--- src/rtl/mul_arbiter_if.sv ---
// rtl/mul_arbiter_if.sv - requester, shared-multiplier and response signals of mul_arbiter
interface mul_arbiter_if;
    logic       req0_valid;
    logic       req1_valid;
    logic [3:0] req0_a;
    logic [3:0] req0_b;
    logic [3:0] req1_a;
    logic [3:0] req1_b;
    logic       req0_ready;
    logic       req1_ready;
    logic [3:0] mul_a;
    logic [3:0] mul_b;
    logic [3:0] mul_p_low;
    logic [3:0] mul_p_high;
    logic       rsp_valid;
    logic       rsp_id;
    logic [7:0] rsp_product;
    logic       rsp_ready;

    modport slave (
        input  req0_valid, req1_valid, req0_a, req0_b, req1_a, req1_b,
        input  mul_p_low, mul_p_high, rsp_ready,
        output req0_ready, req1_ready, mul_a, mul_b,
        output rsp_valid, rsp_id, rsp_product
    );

    modport master (
        output req0_valid, req1_valid, req0_a, req0_b, req1_a, req1_b,
        output mul_p_low, mul_p_high, rsp_ready,
        input  req0_ready, req1_ready, mul_a, mul_b,
        input  rsp_valid, rsp_id, rsp_product
    );
endinterface

--- src/rtl/mul_arbiter.sv ---
// rtl/mul_arbiter.sv - two-requester arbiter for a shared 4x4 multiplier (option: MUL_ARB_FIXED_PRI_EN)
module mul_arbiter #(
    parameter int CNT_W = 8
) (
    input  logic             clk,
    input  logic             rst_n,
    mul_arbiter_if.slave     bus,
    output logic [CNT_W-1:0] gnt_cnt0,
    output logic [CNT_W-1:0] gnt_cnt1
);
    typedef enum logic [1:0] {IDLE = 2'd0, ISSUE = 2'd1, RESP = 2'd2} state_t;

    state_t           state_q, state_d;
    logic             last_gnt_q, last_gnt_d;
    logic             rsp_id_q, rsp_id_d;
    logic [7:0]       rsp_product_q, rsp_product_d;
    logic [3:0]       mul_a_q, mul_a_d;
    logic [3:0]       mul_b_q, mul_b_d;
    logic [CNT_W-1:0] gnt_cnt0_q, gnt_cnt0_d;
    logic [CNT_W-1:0] gnt_cnt1_q, gnt_cnt1_d;

    logic sel0, sel1;
    logic acc0, acc1;

    // Arbitration: pick at most one valid requester; the other only wins when req0 does not
    always_comb begin
`ifdef MUL_ARB_FIXED_PRI_EN
        sel0 = bus.req0_valid;
`else
        sel0 = bus.req0_valid && (!bus.req1_valid || last_gnt_q);
`endif
        sel1 = bus.req1_valid && !sel0;
    end

    // Output decode: ready only in IDLE and never while reset is asserted
    always_comb begin
        acc0 = rst_n && (state_q == IDLE) && sel0;
        acc1 = rst_n && (state_q == IDLE) && sel1;
    end

    assign bus.req0_ready  = acc0;
    assign bus.req1_ready  = acc1;
    assign bus.rsp_valid   = (state_q == RESP);
    assign bus.rsp_id      = rsp_id_q;
    assign bus.rsp_product = rsp_product_q;
    assign bus.mul_a       = mul_a_q;
    assign bus.mul_b       = mul_b_q;
    assign gnt_cnt0        = gnt_cnt0_q;
    assign gnt_cnt1        = gnt_cnt1_q;

    // Next-state: one issue cycle for the multiplier, then hold the response until taken
    always_comb begin
        state_d = state_q;
        case (state_q)
            IDLE:    if (acc0 || acc1) state_d = ISSUE;
            ISSUE:   state_d = RESP;
            RESP:    if (bus.rsp_ready) state_d = IDLE;
            default: state_d = IDLE;
        endcase
    end

    // Datapath: capture operands on accept, capture the product at the end of ISSUE
    always_comb begin
        last_gnt_d    = last_gnt_q;
        rsp_id_d      = rsp_id_q;
        rsp_product_d = rsp_product_q;
        mul_a_d       = mul_a_q;
        mul_b_d       = mul_b_q;
        gnt_cnt0_d    = gnt_cnt0_q;
        gnt_cnt1_d    = gnt_cnt1_q;
        if (acc0) begin
            mul_a_d    = bus.req0_a;
            mul_b_d    = bus.req0_b;
            rsp_id_d   = 1'b0;
            last_gnt_d = 1'b0;
            if (gnt_cnt0_q != {CNT_W{1'b1}}) gnt_cnt0_d = gnt_cnt0_q + 1'b1;
        end
        if (acc1) begin
            mul_a_d    = bus.req1_a;
            mul_b_d    = bus.req1_b;
            rsp_id_d   = 1'b1;
            last_gnt_d = 1'b1;
            if (gnt_cnt1_q != {CNT_W{1'b1}}) gnt_cnt1_d = gnt_cnt1_q + 1'b1;
        end
        if (state_q == ISSUE) rsp_product_d = {bus.mul_p_high, bus.mul_p_low};
    end

    // State register; reset drops any in-flight transaction
    always_ff @(posedge clk or negedge rst_n) begin
        if (!rst_n) begin
            state_q       <= IDLE;
            last_gnt_q    <= 1'b1;
            rsp_id_q      <= 1'b0;
            rsp_product_q <= 8'h00;
            mul_a_q       <= 4'h0;
            mul_b_q       <= 4'h0;
            gnt_cnt0_q    <= '0;
            gnt_cnt1_q    <= '0;
        end else begin
            state_q       <= state_d;
            last_gnt_q    <= last_gnt_d;
            rsp_id_q      <= rsp_id_d;
            rsp_product_q <= rsp_product_d;
            mul_a_q       <= mul_a_d;
            mul_b_q       <= mul_b_d;
            gnt_cnt0_q    <= gnt_cnt0_d;
            gnt_cnt1_q    <= gnt_cnt1_d;
        end
    end
endmodule

--- src/flat_wrapper.sv ---
// flat-port wrapper written by rule: the top's interface ports become plain ports
module mul_arbiter_flat 
#(
    parameter int CNT_W = 8
)
  (clk, rst_n, gnt_cnt0, gnt_cnt1, bus_req0_valid, bus_req1_valid, bus_req0_a, bus_req0_b, bus_req1_a, bus_req1_b, bus_mul_p_low, bus_mul_p_high, bus_rsp_ready, bus_req0_ready, bus_req1_ready, bus_mul_a, bus_mul_b, bus_rsp_valid, bus_rsp_id, bus_rsp_product);
  mul_arbiter_if bus_i ();
  input  logic clk;
  input  logic rst_n;
  output logic [CNT_W-1:0] gnt_cnt0;
  output logic [CNT_W-1:0] gnt_cnt1;
  input wire logic [$bits(bus_i.req0_valid)-1:0] bus_req0_valid;
  input wire logic [$bits(bus_i.req1_valid)-1:0] bus_req1_valid;
  input wire logic [$bits(bus_i.req0_a)-1:0] bus_req0_a;
  input wire logic [$bits(bus_i.req0_b)-1:0] bus_req0_b;
  input wire logic [$bits(bus_i.req1_a)-1:0] bus_req1_a;
  input wire logic [$bits(bus_i.req1_b)-1:0] bus_req1_b;
  input wire logic [$bits(bus_i.mul_p_low)-1:0] bus_mul_p_low;
  input wire logic [$bits(bus_i.mul_p_high)-1:0] bus_mul_p_high;
  input wire logic [$bits(bus_i.rsp_ready)-1:0] bus_rsp_ready;
  output wire logic [$bits(bus_i.req0_ready)-1:0] bus_req0_ready;
  output wire logic [$bits(bus_i.req1_ready)-1:0] bus_req1_ready;
  output wire logic [$bits(bus_i.mul_a)-1:0] bus_mul_a;
  output wire logic [$bits(bus_i.mul_b)-1:0] bus_mul_b;
  output wire logic [$bits(bus_i.rsp_valid)-1:0] bus_rsp_valid;
  output wire logic [$bits(bus_i.rsp_id)-1:0] bus_rsp_id;
  output wire logic [$bits(bus_i.rsp_product)-1:0] bus_rsp_product;
  assign bus_i.req0_valid = bus_req0_valid;
  assign bus_i.req1_valid = bus_req1_valid;
  assign bus_i.req0_a = bus_req0_a;
  assign bus_i.req0_b = bus_req0_b;
  assign bus_i.req1_a = bus_req1_a;
  assign bus_i.req1_b = bus_req1_b;
  assign bus_i.mul_p_low = bus_mul_p_low;
  assign bus_i.mul_p_high = bus_mul_p_high;
  assign bus_i.rsp_ready = bus_rsp_ready;
  assign bus_req0_ready = bus_i.req0_ready;
  assign bus_req1_ready = bus_i.req1_ready;
  assign bus_mul_a = bus_i.mul_a;
  assign bus_mul_b = bus_i.mul_b;
  assign bus_rsp_valid = bus_i.rsp_valid;
  assign bus_rsp_id = bus_i.rsp_id;
  assign bus_rsp_product = bus_i.rsp_product;
  mul_arbiter #(.CNT_W(CNT_W)) u_core (.clk(clk), .rst_n(rst_n), .bus(bus_i), .gnt_cnt0(gnt_cnt0), .gnt_cnt1(gnt_cnt1));
endmodule
--- config.mk ---
export PLATFORM = sky130hd
export DESIGN_NAME = mul_arbiter_flat
export DESIGN_NICKNAME = d
export VERILOG_FILES = /design/src/rtl/mul_arbiter_if.sv /design/src/rtl/mul_arbiter.sv /design/src/flat_wrapper.sv
export SDC_FILE = /design/constraint.sdc
export NUM_CORES = 1
export LEC_CHECK = 0
export BUFFER_PORTS_ARGS = -buffer_cell sky130_fd_sc_hd__buf_2
export CAP_MARGIN = 20
export CORE_MARGIN = 2
export CORE_UTILIZATION = 47
export DETAILED_ROUTE_END_ITERATION = 8
export PLACE_DENSITY = 0.78
export SLEW_MARGIN = 20
export SYNTH_ARGS = -nofsm -noshare
export SYNTH_HDL_FRONTEND = slang
export SYNTH_SLANG_ARGS = --single-unit
export TNS_END_PERCENT = 10
--- constraint.sdc ---
create_clock -name clk -period 2.2 [get_ports clk]
set_input_delay 0.33 -clock clk [delete_from_list [all_inputs] [get_ports clk]]
set_output_delay 0.33 -clock clk [all_outputs]
set_load 0.02 [all_outputs]
==> flow_metrics.py <==
metrics = {
    "finish": {
        "seq_area_sq_um": 902,
        "diodes": 0,
        "fin_nets": 235,
        "drive_gt1_share_pct": 42.0,
        "multi_input_area_sq_um": 601,
        "area_delta_synth_final_pct": 28.2,
        "nFillCells": 289,
    },
    "logic_synthesis": {
        "synth_edf_count": 0,
        "synth-adder-area-share_pct": 1.58,
        "netlist_area_sq_um": 1590,
        "yosysWarningCount": 0,
        "synth-compound-area-share_pct": 10.7,
        "synth_top_area_cell": "dfrtp_1",
        "synthTopCellsByArea": "dfrtp_1 55%, mux2_2 7.1%, a222oi_1 5.0%",
        "synthArstFlopShare_pct": 100,
        "synth.ff_latch_count": 36,
        "synth_sequential_area_ratio_pct": 56.8,
        "synth_nets": 166,
        "synth-xor-area-share_pct": 4.41,
        "synthSimpleGateAreaFrac_pct": 12.6,
        "synth_top_family_by_area": "simple AND/OR/NAND/NOR gates",
        "yosys-top-cells-count": "35 x dfrtp_1, 15 x inv_1, 10 x mux2_2, 8 x a222oi_1, 7 x nor2_1",
        "syn_inst": 135,
        "synth_most_common_cell": "dfrtp_1",
        "yosys-mux-area-fraction_pct": 8.51,
        "synth.distinct_cells": 30,
        "avgSynthCellArea_sq_um": 11.8,
        "netlist.area_leader.share_pct": 55.2,
        "synth_ff_type": "dfrtp_1",
    },
    "die": {
        "num_io_pins": 65,
        "core_sq_um": 3280,
        "rows": 21,
        "die_y_um": 62.1,
        "dieArea_sq_um": 3860,
        "initial_core_util_pct": 48.3,
        "die-width_um": 62.1,
    },
    "timing": {
        "setup_viol": 0,
        "report.final.slew_viol_count": 0,
        "min_period_ns": 2.00,
        "max_freq_ghz": 0.500,
        "slew_headroom_pct": 52.6,
        "worst_clock_skew_ns": 0.00845,
        "finalHoldViolCount": 0,
        "rsz0062_at_grt": "no",
        "timing.final.crit_share_pct": 90.9,
        "worstMarginPinSlew_ns": 0.707,
        "setup_tns_ns": 0,
        "hold_slack_ns": 0.0511,
    },
    "grt": {
        "grt_max_degree": 37,
        "antenna_found_initial": 0,
        "grt_pass1_wl_um": 6070,
        "grt-ovfl-total": 0,
        "grt_pass1_vias": 1343,
        "track_usage_pct": 20.0,
    },
    "pwr": {
        "pwr-share-comb_pct": 40.0,
        "clkPwrFrac_pct": 16.8,
        "internal-power_uw": 1590,
        "p_sw_uw": 1070,
        "ir_drop_mv": 0.723,
        "p_leak_uw": 0.00108,
        "p_per_area_nw_per_um2": 1310,
        "p_sw_share_pct": 40.2,
        "p_seq_share_pct": 43.1,
    },
    "place": {
        "place_hpwl_um": 2670,
        "io_buffers": 64,
        "place_congestion": 0.836,
    },
    "drt": {
        "ant_nets": 0,
        "drtPass1Iterations": 7,
        "vias": 1346,
        "route.detailed.drc": 0,
        "drt_iter0_markers": 132,
        "avgViaCountPerCell": 5.36,
        "wirelength_um": 3570,
        "wire_per_inst_um": 14.2,
    },
    "cts": {
        "cts.sink_count": 36,
        "post_cts_buffers": 0,
        "root_buffer": "clkbuf_4",
        "clkSlewWorstSetupHoldPaths_ns": 0.11,
        "holdBufCountCts": 0,
        "cts_resized": 0,
        "cts-buffers-inserted": 5,
        "clock_latency_ns": 0.33,
        "htreeDepth": 2,
        "cts_buffer_depth": 2,
        "cts_tree": "built",
    },
    "setup_path": {
        "critPathMaxStageDelay_ns": 0.43,
        "worstPathArrival_ns": 1.67,
        "crit_fanout": 9,
        "endpoint_kind": "output pin",
        "path_cells": "nor3b_4 > and3_1 > buf_2",
        "crit_family": "simple AND/OR/NAND/NOR gates",
        "regToRegStartpoint": "u_core.gnt_cnt1[0]",
        "crit_type": "reg2out",
        "crit_path_start": "u_core.state_q[1]",
        "rr_worst_depth": 4,
        "worstSetupStartpointType": "register",
        "cp.depth": 3,
        "cp_slowest_cell": "dfrtp_1",
        "crit_buf_inv": 1,
        "required_ns": 1.87,
    },
    "hold_path": {
        "hold_class": "in2async",
    },
    "run_status": {
        "status": "finished, final reports clean",
    },
    "job": {
        "max_cap_violations": 0,
    },
}
[logic make-up after synthesis]
logic type               after synthesis
AO/OA/AOI/OAI                         23
XOR/XNOR                               8
adder cells (fa/ha/maj)                2
buffers and inverters                 20
flip-flops                            36
multiplexers                          12
AND/OR/NAND/NOR                       34
[cell usage in the layout (no fill, tap or decap), types with 3 or more instances in the layout]
cell type,netlist,routed
buf_2,2,64
dfrtp_1,35,35
inv_1,15,15
mux2_2,10,10
a222oi_1,8,8
nor2_1,7,7
nand3_1,6,6
xnor2_1,6,6
a21oi_1,6,6
nand4_1,5,5
clkbuf_4,0,5
and3_1,4,4
nand2b_1,4,4
nand2_1,3,3
buf_4,2,3
[layout make-up]
cell class | count | area share, %
clock buffer | 6 | 2.03
clock inverter | 2 | 1.72
inverter | 15 | 2.77
multi-input combinational | 79 | 29.5
sequential | 36 | 44.3
tap | 46 | 2.83
timing repair buffer | 67 | 16.8
[power by group through the flow]
stage / Clock [uW] / Sequential (uW) / Combinational (uW)
5_1_grt: 502 / 1190 / 1160
6_report: 449 / 1150 / 1070
3_3_place_gp: 0 / 1130 / 1060
3_5_place_dp: 0 / 1150 / 1080
2_1_floorplan: 0 / 1430 / 403
4_1_cts: 463 / 1150 / 1080
[through the flow]
step / utilization, % / area (sq um) / instances / setup slack (ns) / total power, uW
floorplan: - / 1590 / 135 / 0.529 / 1830
global placement: 59.7 / 1960 / 243 / 0.586 / 2190
detailed placement: 59.7 / 1960 / 243 / 0.508 / 2230
CTS: 62.0 / 2040 / 251 / 0.173 / 2690
global route: 62.0 / 2040 / 251 / 0.0947 / 2860
finish: 62.0 / 2040 / 251 / 0.200 / 2670
[final timing paths]
kind	end	slack, ns
worst max register to register	u_core.gnt_cnt1[1]	0.49
max in group asynchronous	u_core.last_gnt_q	1.81
worst min-delay path	u_core.state_q[0]	0.05
worst min register to register	u_core.bus.rsp_id	0.49
min in group clk	u_core.state_q[1]	0.17
worst max-delay path	bus_req1_ready	0.20
[layer usage]
layer / global-route usage [%] / wire length (um) / vias up
met2: 33.6 / 1710 / 72
li1: - / - / 624
met4: 6.67 / 51 / 0
met5: 0 / 0 / -
met1: 24.3 / 1460 / 644
met3: 6.52 / 343 / 6
[sequential cells by signal, summed over array words and instances, names as in the netlist]
name,count
u_core.bus.rsp_id,1
u_core.bus.mul_a,4
u_core.bus.mul_b,4
u_core.gnt_cnt1,8
u_core.gnt_cnt0,8
u_core.state_q,2
u_core.bus.rsp_product,8
u_core.last_gnt_q,1
No activity file was read; power rests on OpenSTA's default activity.
